==> src/rtl/fetch_queue_if.sv <==
// fetch_queue_if: memory request/response, redirect and decode-side handshake bundle
interface fetch_queue_if;
  logic        imem_req_valid;
  logic        imem_req_ready;
  logic [31:0] imem_req_addr;
  logic        imem_rsp_valid;
  logic [31:0] imem_rsp_data;
  logic        redirect_valid;
  logic [31:0] redirect_pc;
  logic        instr_valid;
  logic        instr_ready;
  logic [31:0] instr_out;
  logic [31:0] instr_pc;
  modport master (
    output imem_req_valid, imem_req_addr, instr_valid, instr_out, instr_pc,
    input  imem_req_ready, imem_rsp_valid, imem_rsp_data, redirect_valid, redirect_pc, instr_ready
  );
  modport slave (
    input  imem_req_valid, imem_req_addr, instr_valid, instr_out, instr_pc,
    output imem_req_ready, imem_rsp_valid, imem_rsp_data, redirect_valid, redirect_pc, instr_ready
  );
endinterface

==> src/rtl/fetch_queue.sv <==
// fetch_queue: PC owner issuing in-order imem requests and buffering returned words for decode
module fetch_queue #(
  parameter int          DEPTH    = 4,
  parameter logic [31:0] RESET_PC = 32'h0000_0000
) (
  input logic          clk,
  input logic          rst_n,
  fetch_queue_if.master bus
);
  localparam int CW = $clog2(DEPTH + 1);
  localparam int AW = $clog2(DEPTH);
  localparam logic [CW:0]   DEPTH_C = (CW + 1)'(DEPTH);
  localparam logic [CW-1:0] FULL    = CW'(DEPTH);
  logic [31:0]   fetch_pc_q, fetch_pc_d;
  logic [CW-1:0] occ_q, occ_d, out_q, out_d, drop_q, drop_d;
  logic [AW-1:0] wr_q, wr_d, rd_q, rd_d, iw_q, iw_d, ir_q, ir_d;
  logic [31:0]   data_mem [DEPTH];
  logic [31:0]   pc_mem   [DEPTH];
  logic [31:0]   fl_mem   [DEPTH];
  logic          redir, rsp, acc, pop, push, has_word;
  assign redir    = bus.redirect_valid;
  assign rsp      = bus.imem_rsp_valid;
  assign has_word = occ_q != '0;
  assign bus.imem_req_valid = rst_n && !redir && ({1'b0, occ_q} + {1'b0, out_q} < DEPTH_C);
  assign bus.imem_req_addr  = fetch_pc_q;
  assign bus.instr_valid    = !redir && has_word;
  assign bus.instr_out      = has_word ? data_mem[rd_q] : '0;
  assign bus.instr_pc       = has_word ? pc_mem[rd_q] : '0;
  assign acc  = bus.imem_req_valid && bus.imem_req_ready;
  assign pop  = bus.instr_valid && bus.instr_ready;
  assign push = rsp && drop_q == '0 && !redir;
  // next state: a redirect flushes the buffer and marks every in-flight response for discard
  always_comb begin
    fetch_pc_d = redir ? (bus.redirect_pc & 32'hFFFF_FFFC) : acc ? fetch_pc_q + 32'd4 : fetch_pc_q;
    out_d      = out_q + CW'(acc) - CW'(rsp);
    drop_d     = redir ? out_q - CW'(rsp) : drop_q - CW'(rsp && drop_q != '0);
    occ_d      = redir ? '0 : occ_q + CW'(push) - CW'(pop);
    wr_d       = wr_q + AW'(push);
    rd_d       = redir ? wr_q : rd_q + AW'(pop);
    iw_d       = iw_q + AW'(acc);
    ir_d       = ir_q + AW'(rsp);
  end
  // control state, cleared asynchronously
  always_ff @(posedge clk or negedge rst_n)
    if (!rst_n) begin
      fetch_pc_q <= RESET_PC;
      occ_q      <= '0;
      out_q      <= '0;
      drop_q     <= '0;
      wr_q       <= '0;
      rd_q       <= '0;
      iw_q       <= '0;
      ir_q       <= '0;
    end else begin
      fetch_pc_q <= fetch_pc_d;
      occ_q      <= occ_d;
      out_q      <= out_d;
      drop_q     <= drop_d;
      wr_q       <= wr_d;
      rd_q       <= rd_d;
      iw_q       <= iw_d;
      ir_q       <= ir_d;
    end
  // word buffer and in-flight PC buffer; reads are gated by occupancy so no reset is needed
  always_ff @(posedge clk) begin
    if (push) begin
      data_mem[wr_q] <= bus.imem_rsp_data;
      pc_mem[wr_q]   <= fl_mem[ir_q];
    end
    if (acc) fl_mem[iw_q] <= fetch_pc_q;
  end
  assert property (@(posedge clk) disable iff (!rst_n) !(push && occ_q == FULL));
endmodule

==> src/flat_wrapper.sv <==
// flat-port wrapper written by rule: the top's interface ports become plain ports
module fetch_queue_flat 
#(
  parameter int          DEPTH    = 4,
  parameter logic [31:0] RESET_PC = 32'h0000_0000
)
  (clk, rst_n, bus_imem_req_valid, bus_imem_req_addr, bus_instr_valid, bus_instr_out, bus_instr_pc, bus_imem_req_ready, bus_imem_rsp_valid, bus_imem_rsp_data, bus_redirect_valid, bus_redirect_pc, bus_instr_ready);
  fetch_queue_if bus_i ();
  input logic clk;
  input logic rst_n;
  output wire logic [$bits(bus_i.imem_req_valid)-1:0] bus_imem_req_valid;
  output wire logic [$bits(bus_i.imem_req_addr)-1:0] bus_imem_req_addr;
  output wire logic [$bits(bus_i.instr_valid)-1:0] bus_instr_valid;
  output wire logic [$bits(bus_i.instr_out)-1:0] bus_instr_out;
  output wire logic [$bits(bus_i.instr_pc)-1:0] bus_instr_pc;
  input wire logic [$bits(bus_i.imem_req_ready)-1:0] bus_imem_req_ready;
  input wire logic [$bits(bus_i.imem_rsp_valid)-1:0] bus_imem_rsp_valid;
  input wire logic [$bits(bus_i.imem_rsp_data)-1:0] bus_imem_rsp_data;
  input wire logic [$bits(bus_i.redirect_valid)-1:0] bus_redirect_valid;
  input wire logic [$bits(bus_i.redirect_pc)-1:0] bus_redirect_pc;
  input wire logic [$bits(bus_i.instr_ready)-1:0] bus_instr_ready;
  assign bus_imem_req_valid = bus_i.imem_req_valid;
  assign bus_imem_req_addr = bus_i.imem_req_addr;
  assign bus_instr_valid = bus_i.instr_valid;
  assign bus_instr_out = bus_i.instr_out;
  assign bus_instr_pc = bus_i.instr_pc;
  assign bus_i.imem_req_ready = bus_imem_req_ready;
  assign bus_i.imem_rsp_valid = bus_imem_rsp_valid;
  assign bus_i.imem_rsp_data = bus_imem_rsp_data;
  assign bus_i.redirect_valid = bus_redirect_valid;
  assign bus_i.redirect_pc = bus_redirect_pc;
  assign bus_i.instr_ready = bus_instr_ready;
  fetch_queue #(.DEPTH(DEPTH), .RESET_PC(RESET_PC)) u_core (.clk(clk), .rst_n(rst_n), .bus(bus_i));
endmodule
==> config.mk <==
export PLATFORM = sky130hd
export DESIGN_NAME = fetch_queue_flat
export DESIGN_NICKNAME = d
export VERILOG_FILES = /design/src/rtl/fetch_queue_if.sv /design/src/rtl/fetch_queue.sv /design/src/flat_wrapper.sv
export SDC_FILE = /design/constraint.sdc
export NUM_CORES = 1
export LEC_CHECK = 0
export CORE_ASPECT_RATIO = 0.5
export CORE_UTILIZATION = 45
export CTS_BUF_LIST = sky130_fd_sc_hd__clkbuf_4 sky130_fd_sc_hd__clkbuf_8 sky130_fd_sc_hd__clkbuf_16
export CTS_CLUSTER_SIZE = 24
export DETAILED_ROUTE_END_ITERATION = 12
export PLACE_DENSITY = 0.74
export SYNTH_ARGS = -nofsm -noshare
export SYNTH_HDL_FRONTEND = slang
export SYNTH_SLANG_ARGS = --single-unit
==> constraint.sdc <==
create_clock -name clk -period 5.4 [get_ports clk]
set_clock_uncertainty 0.05 [all_clocks]
set_input_delay 1.08 -clock clk [delete_from_list [all_inputs] [get_ports clk]]
set_output_delay 1.08 -clock clk [all_outputs]
set_load 0.01 [all_outputs]
Word-level counts from Yosys, hierarchy flattened

Memory sizes are Yosys's and may differ from the RTL's.
Cells that the tools add are included.

Bits in registers: 49
RAM bits: 384
Bits of input ports: 70
Output and inout port bits: 98
Word-level logic and storage cells: 48
Memories: 3

Memory list:

| memory          | words | width | read ports | clocked after memory_dff | wr ports | RTL line          | text |
|---|---|---|---|---|---|---|---|
| u_core.data_mem | 4     | 32    | 1          | 0                        | 1        | fetch_queue.sv:17 | `logic [31:0] data_mem [DEPTH];` |
| u_core.fl_mem   | 4     | 32    | 1          | 0                        | 1        | fetch_queue.sv:19 | `logic [31:0] fl_mem [DEPTH];` |
| u_core.pc_mem   | 4     | 32    | 1          | 0                        | 1        | fetch_queue.sv:18 | `logic [31:0] pc_mem [DEPTH];` |

$add $sub $neg: 12
Magnitude comparators: 1
Multiplexer cells: 11
Reduce and logical (&&, ||, !) cells: 13

Operators with widths:

| kind                                                       | number |
|---|---|
| two-way mux 32 bit                                         | 4 |
| adder 32 x 3 -> 32 bit, second input constant              | 1 |
| subtractor 3 x 1 -> 3 bit                                  | 4 |
| adder 2 x 1 -> 2 bit                                       | 4 |
| logical AND 1 bit                                          | 8 |
| adder 3 x 1 -> 3 bit                                       | 2 |
| two-way mux 3 bit                                          | 2 |
| nonzero test 3 bit                                         | 2 |
| adder 3 x 3 -> 4 bit                                       | 1 |
| less-than comparator 4 x 3 -> 1 bit, second input constant | 1 |
| two-way mux 1 bit                                          | 4 |
| zero test 3 bit                                            | 1 |
| two-way mux 2 bit                                          | 1 |
| nonzero test 2 bit                                         | 1 |
| zero test 1 bit                                            | 1 |

Longest topological paths before layout

Depth in word-level cells: 6
Mapped depth: 10
Mapped depth without buffers: 10

Least setup slack after synthesis

No wires, ideal clock.

Path type: input port to flip-flop
Start: input bus_redirect_valid
End: memory u_core.data_mem[1][0], enable pin
Library setup time: 0.571 ns
Arrival time: 6.038 ns
Data required time: 4.779 ns
Path slack: -1.259 ns
Stages on the path: 3
Buffers on the path: 1
Path through: clkbuf_1 > nand3b_1 > nor3b_1

Cells in the longest elaborated chain, start to end: 4

RTL lines:

| what                                    | RTL line           | text |
|---|---|---|
| from (decl)                             | flat_wrapper.sv:19 | `input wire logic [$bits(bus_i.redirect_valid)-1:0] bus_redirect_valid;` |
| zero test 1 bit                         | fetch_queue.sv:31  | `assign push = rsp && drop_q == '0 && !redir;` |
| logical AND 1 bit                       | fetch_queue.sv:31  |  |
| two-way mux 1 bit                       | fetch_queue.sv:66  | `if (push) begin` |
| two-way mux 1 bit (not written as such) | fetch_queue.sv:67  | `data_mem[wr_q] <= bus.imem_rsp_data;` |
| to (decl)                               | fetch_queue.sv:17  |  |

Every way passes these cells.

Worst setup path after layout

Start: register u_core.rd_q[0]
End: output bus_instr_out[16]

Cells in the longest elaborated chain, start to end: 2

RTL lines:

| what                     | RTL line           | text |
|---|---|---|
| from (decl)              | fetch_queue.sv:16  | `logic [AW-1:0] wr_q, wr_d, rd_q, rd_d, iw_q, iw_d, ir_q, ir_d;` |
| from (signal assigned)   | fetch_queue.sv:60  | `rd_q <= rd_d;` |
| memory read (4 x 32 bit) | n/a                |  |
| two-way mux 32 bit       | fetch_queue.sv:27  | `assign bus.instr_out = has_word ? data_mem[rd_q] : '0;` |
| to (decl)                | flat_wrapper.sv:14 | `output wire logic [$bits(bus_i.instr_out)-1:0] bus_instr_out;` |

Every way passes these cells.

==> flow_summary.ini <==
[outcome]
status = finished clean

[sta]
slew_headroom_pct = 34.2
final_hold_viol_count = 0
rsz0062_at_grt = false
final-setup-viol-count = 0
drv_slew = 0
period_share_pct = 76.9
fmax_ghz = 0.241
period_needed_ns = 4.15
tightest_slew_ns = 0.986
setup_tns_ns = 0

[synthesis]
async_reset_ff_share_pct = 11.3
postSynthAreaPerCell_sq_um = 19.2
yosysTopAreaCell = edfxtp_1
synth_ff_type = edfxtp_1
synth_area_leaders = edfxtp_1, mux4_2, dfrtp_1
synth.most_common_cell = edfxtp_1
synth_cells = 859
ys_ff_latch = 415
ys_seq_area_share_pct = 74.1
ys_warn_count = 0
synth_cell_types = 46
synthTopCellsByCount = edfxtp_1, mux4_2, and2_1
syn_area_sq_um = 16500
netlist.area_leader.share_pct = 67.0
synth_edf_count = 368

[floorplan]
fp-row-count = 49
core_sq_um = 36000
dieHeight_um = 137
num_io_pins = 168
fp.dieArea_sq_um = 37500
dieWidth_um = 273
start_util_pct = 45.8

[clock_network]
clkSinkCount = 415
cts_tree = built
insertion_delay_ns = 0.53
ctsHtreeMaxLevel = 2
postCtsSetupBuffers = 0
clkTransAtPathRegs_ns = 0.07
numCtsBuffers = 39
cts_hold_buffers = 0
clockRootBuffer = clkbuf_16
cts_max_path_buffers = 3
postCtsResizedCells = 0

[global_routing]
overflow = 0
busiest_layer = met2
use_met3_pct = 2.72
grt_pass1_vias = 8809
grt_pass1_wl_um = 51200
gr-usage-met1_pct = 24.0
grt_start_max_net_pins = 66
gr-usage-all-layers_pct = 18.3
grtUsageMet2_pct = 31.8
grt_antenna_before_repair = 0

[detailed_routing]
wl_um = 34600
first_pass_iters = 5
dr_total_vias = 8640
wl_per_cell_um = 22.4
drc = 0
ant_nets = 0
drt_iter0_drc = 702
vias_per_cell = 5.58

[worst_setup_path]
cp-end-kind = output port
cp_data_arrival_time_ns = 3.02
cp.required_ns = 4.27
crit_type = reg2out
crit_path_max_fanout = 34
worst_setup_path_start_kind = flop

[hold_path]
hold_class = reg2reg

[cells_and_area]
final_core_util_pct = 55.6
diodes = 0
drive_above_1_share_pct = 18.9
nets = 1119
area_growth_pct = 21.4

[place]
portBuffers = 161
hpwl_um = 20500
gp_congestion = 0.854

[power_and_ir_drop]
p_leak_nw = 6.66
power_density_nw_per_um2 = 473
peakVddDrop_mv = 0.283

[flow_run]
maxCapViolCount = 0
-- final cells by class --
cell class	count	area, sq um
Multi-Input combinational cell	387	4060
Sequential cell	415	12200
Tap cell	484	606
Fill cell	2643	16000
Clock inverter	21	206
Timing Repair Buffer	178	1770
Inverter	13	48.8
Clock buffer	51	1100
-- metal layers --
layer | vias to the layer above | wire (um)
met4 | 0 | 809
met3 | 66 | 1560
li1 | 3797 | -
met1 | 4520 | 14400
met2 | 257 | 17900
met5 | - | 0
-- power breakdown --
group | internal (mW) | switching, mW
Sequential | 3.88 | 0.376
Clock | 1.60 | 1.15
Combinational | 1.35 | 1.11
Total | 6.83 | 2.64
-- through the flow --
| step | power (mW) | cell area (sq um) | hold slack, ns | worst slack [ns] | std cells |
|---|---|---|---|---|---|
| 6_report | 9.47 | 20000 | 0.522 | 1.25 | 1549 |
| 5_1_grt | 9.86 | 20000 | 0.558 | 1.07 | 1549 |
| 4_1_cts | 9.57 | 20000 | 0.517 | 1.15 | 1549 |
| 3_5_place_dp | 6.81 | 18700 | 0.508 | 1.65 | 1477 |
| 3_3_place_gp | 6.74 | 18700 | 0.490 | 1.73 | 1477 |
| 2_1_floorplan | 5.68 | 16500 | 0.443 | 0.607 | 862 |
-- flip-flops by register name (all words and copies together) (netlist names) --
signal	cells
u_core.ir_q	2
u_core.drop_q	3
u_core.data_mem	128
u_core.wr_q	2
u_core.pc_mem	120
u_core.occ_q	3
u_core.iw_q	2
u_core.rd_q	2
u_core.fl_mem	120
u_core.bus.imem_req_addr	30
u_core.out_q	3
-- worst max-delay path, cell delays in order, from the launching register on --
cell and delay (ns):
dfrtp_4 0.89, buf_12 0.34, mux4_2 0.55, and2_1 0.17
clkdlybuf4s50_1 0.48
-- placed cells by master, fill, tap and decap left out, types with 6 or more instances in the layout --
cell type | synthesis | layout
edfxtp_1 | 368 | 368
clkdlybuf4s50_1 | 0 | 159
mux4_2 | 92 | 92
and2_1 | 65 | 65
dfrtp_1 | 47 | 43
nand2_1 | 40 | 40
clkbuf_16 | 0 | 40
o21ai_0 | 23 | 23
nand3_1 | 17 | 17
buf_4 | 6 | 14
ha_1 | 13 | 13
inv_1 | 12 | 12
nor2_1 | 13 | 11
nand4_1 | 10 | 10
clkinv_2 | 0 | 9
xor2_1 | 8 | 8
nor2b_1 | 8 | 8
o211ai_1 | 8 | 8
a221o_1 | 8 | 8
clkbuf_4 | 0 | 8
nor3_1 | 9 | 7
nand3b_1 | 7 | 7
and3_1 | 8 | 7
and4_1 | 6 | 6
-- cell families after synthesis --
| group | share of synthesized area, % |
|---|---|
| AO/OA/AOI/OAI | 2.60 |
| XOR/XNOR | 0.584 |
| adder cells (fa/ha/maj) | 1.23 |
| buffers and inverters | 1.62 |
| flip-flops | 74.1 |
| multiplexers | 12.8 |
| other | 0.0227 |
| AND/OR/NAND/NOR | 7.04 |
-- path summary, 6_finish.rpt --
check,start,depth (start not counted),to,slack [ns]
min in group asynchronous,rst_n,2,u_core.bus.imem_req_addr[5],0.64
setup reg to reg,u_core.occ_q[1],11,u_core.occ_q[2],2.21
setup / recovery,u_core.rd_q[0],4,bus_instr_out[16],1.25
hold reg to reg,u_core.iw_q[1],1,u_core.iw_q[1],0.52
hold / removal,u_core.iw_q[1],1,u_core.iw_q[1],0.52
max in group asynchronous,rst_n,2,u_core.rd_q[0],4.16
(Power assumes the default switching activity.)
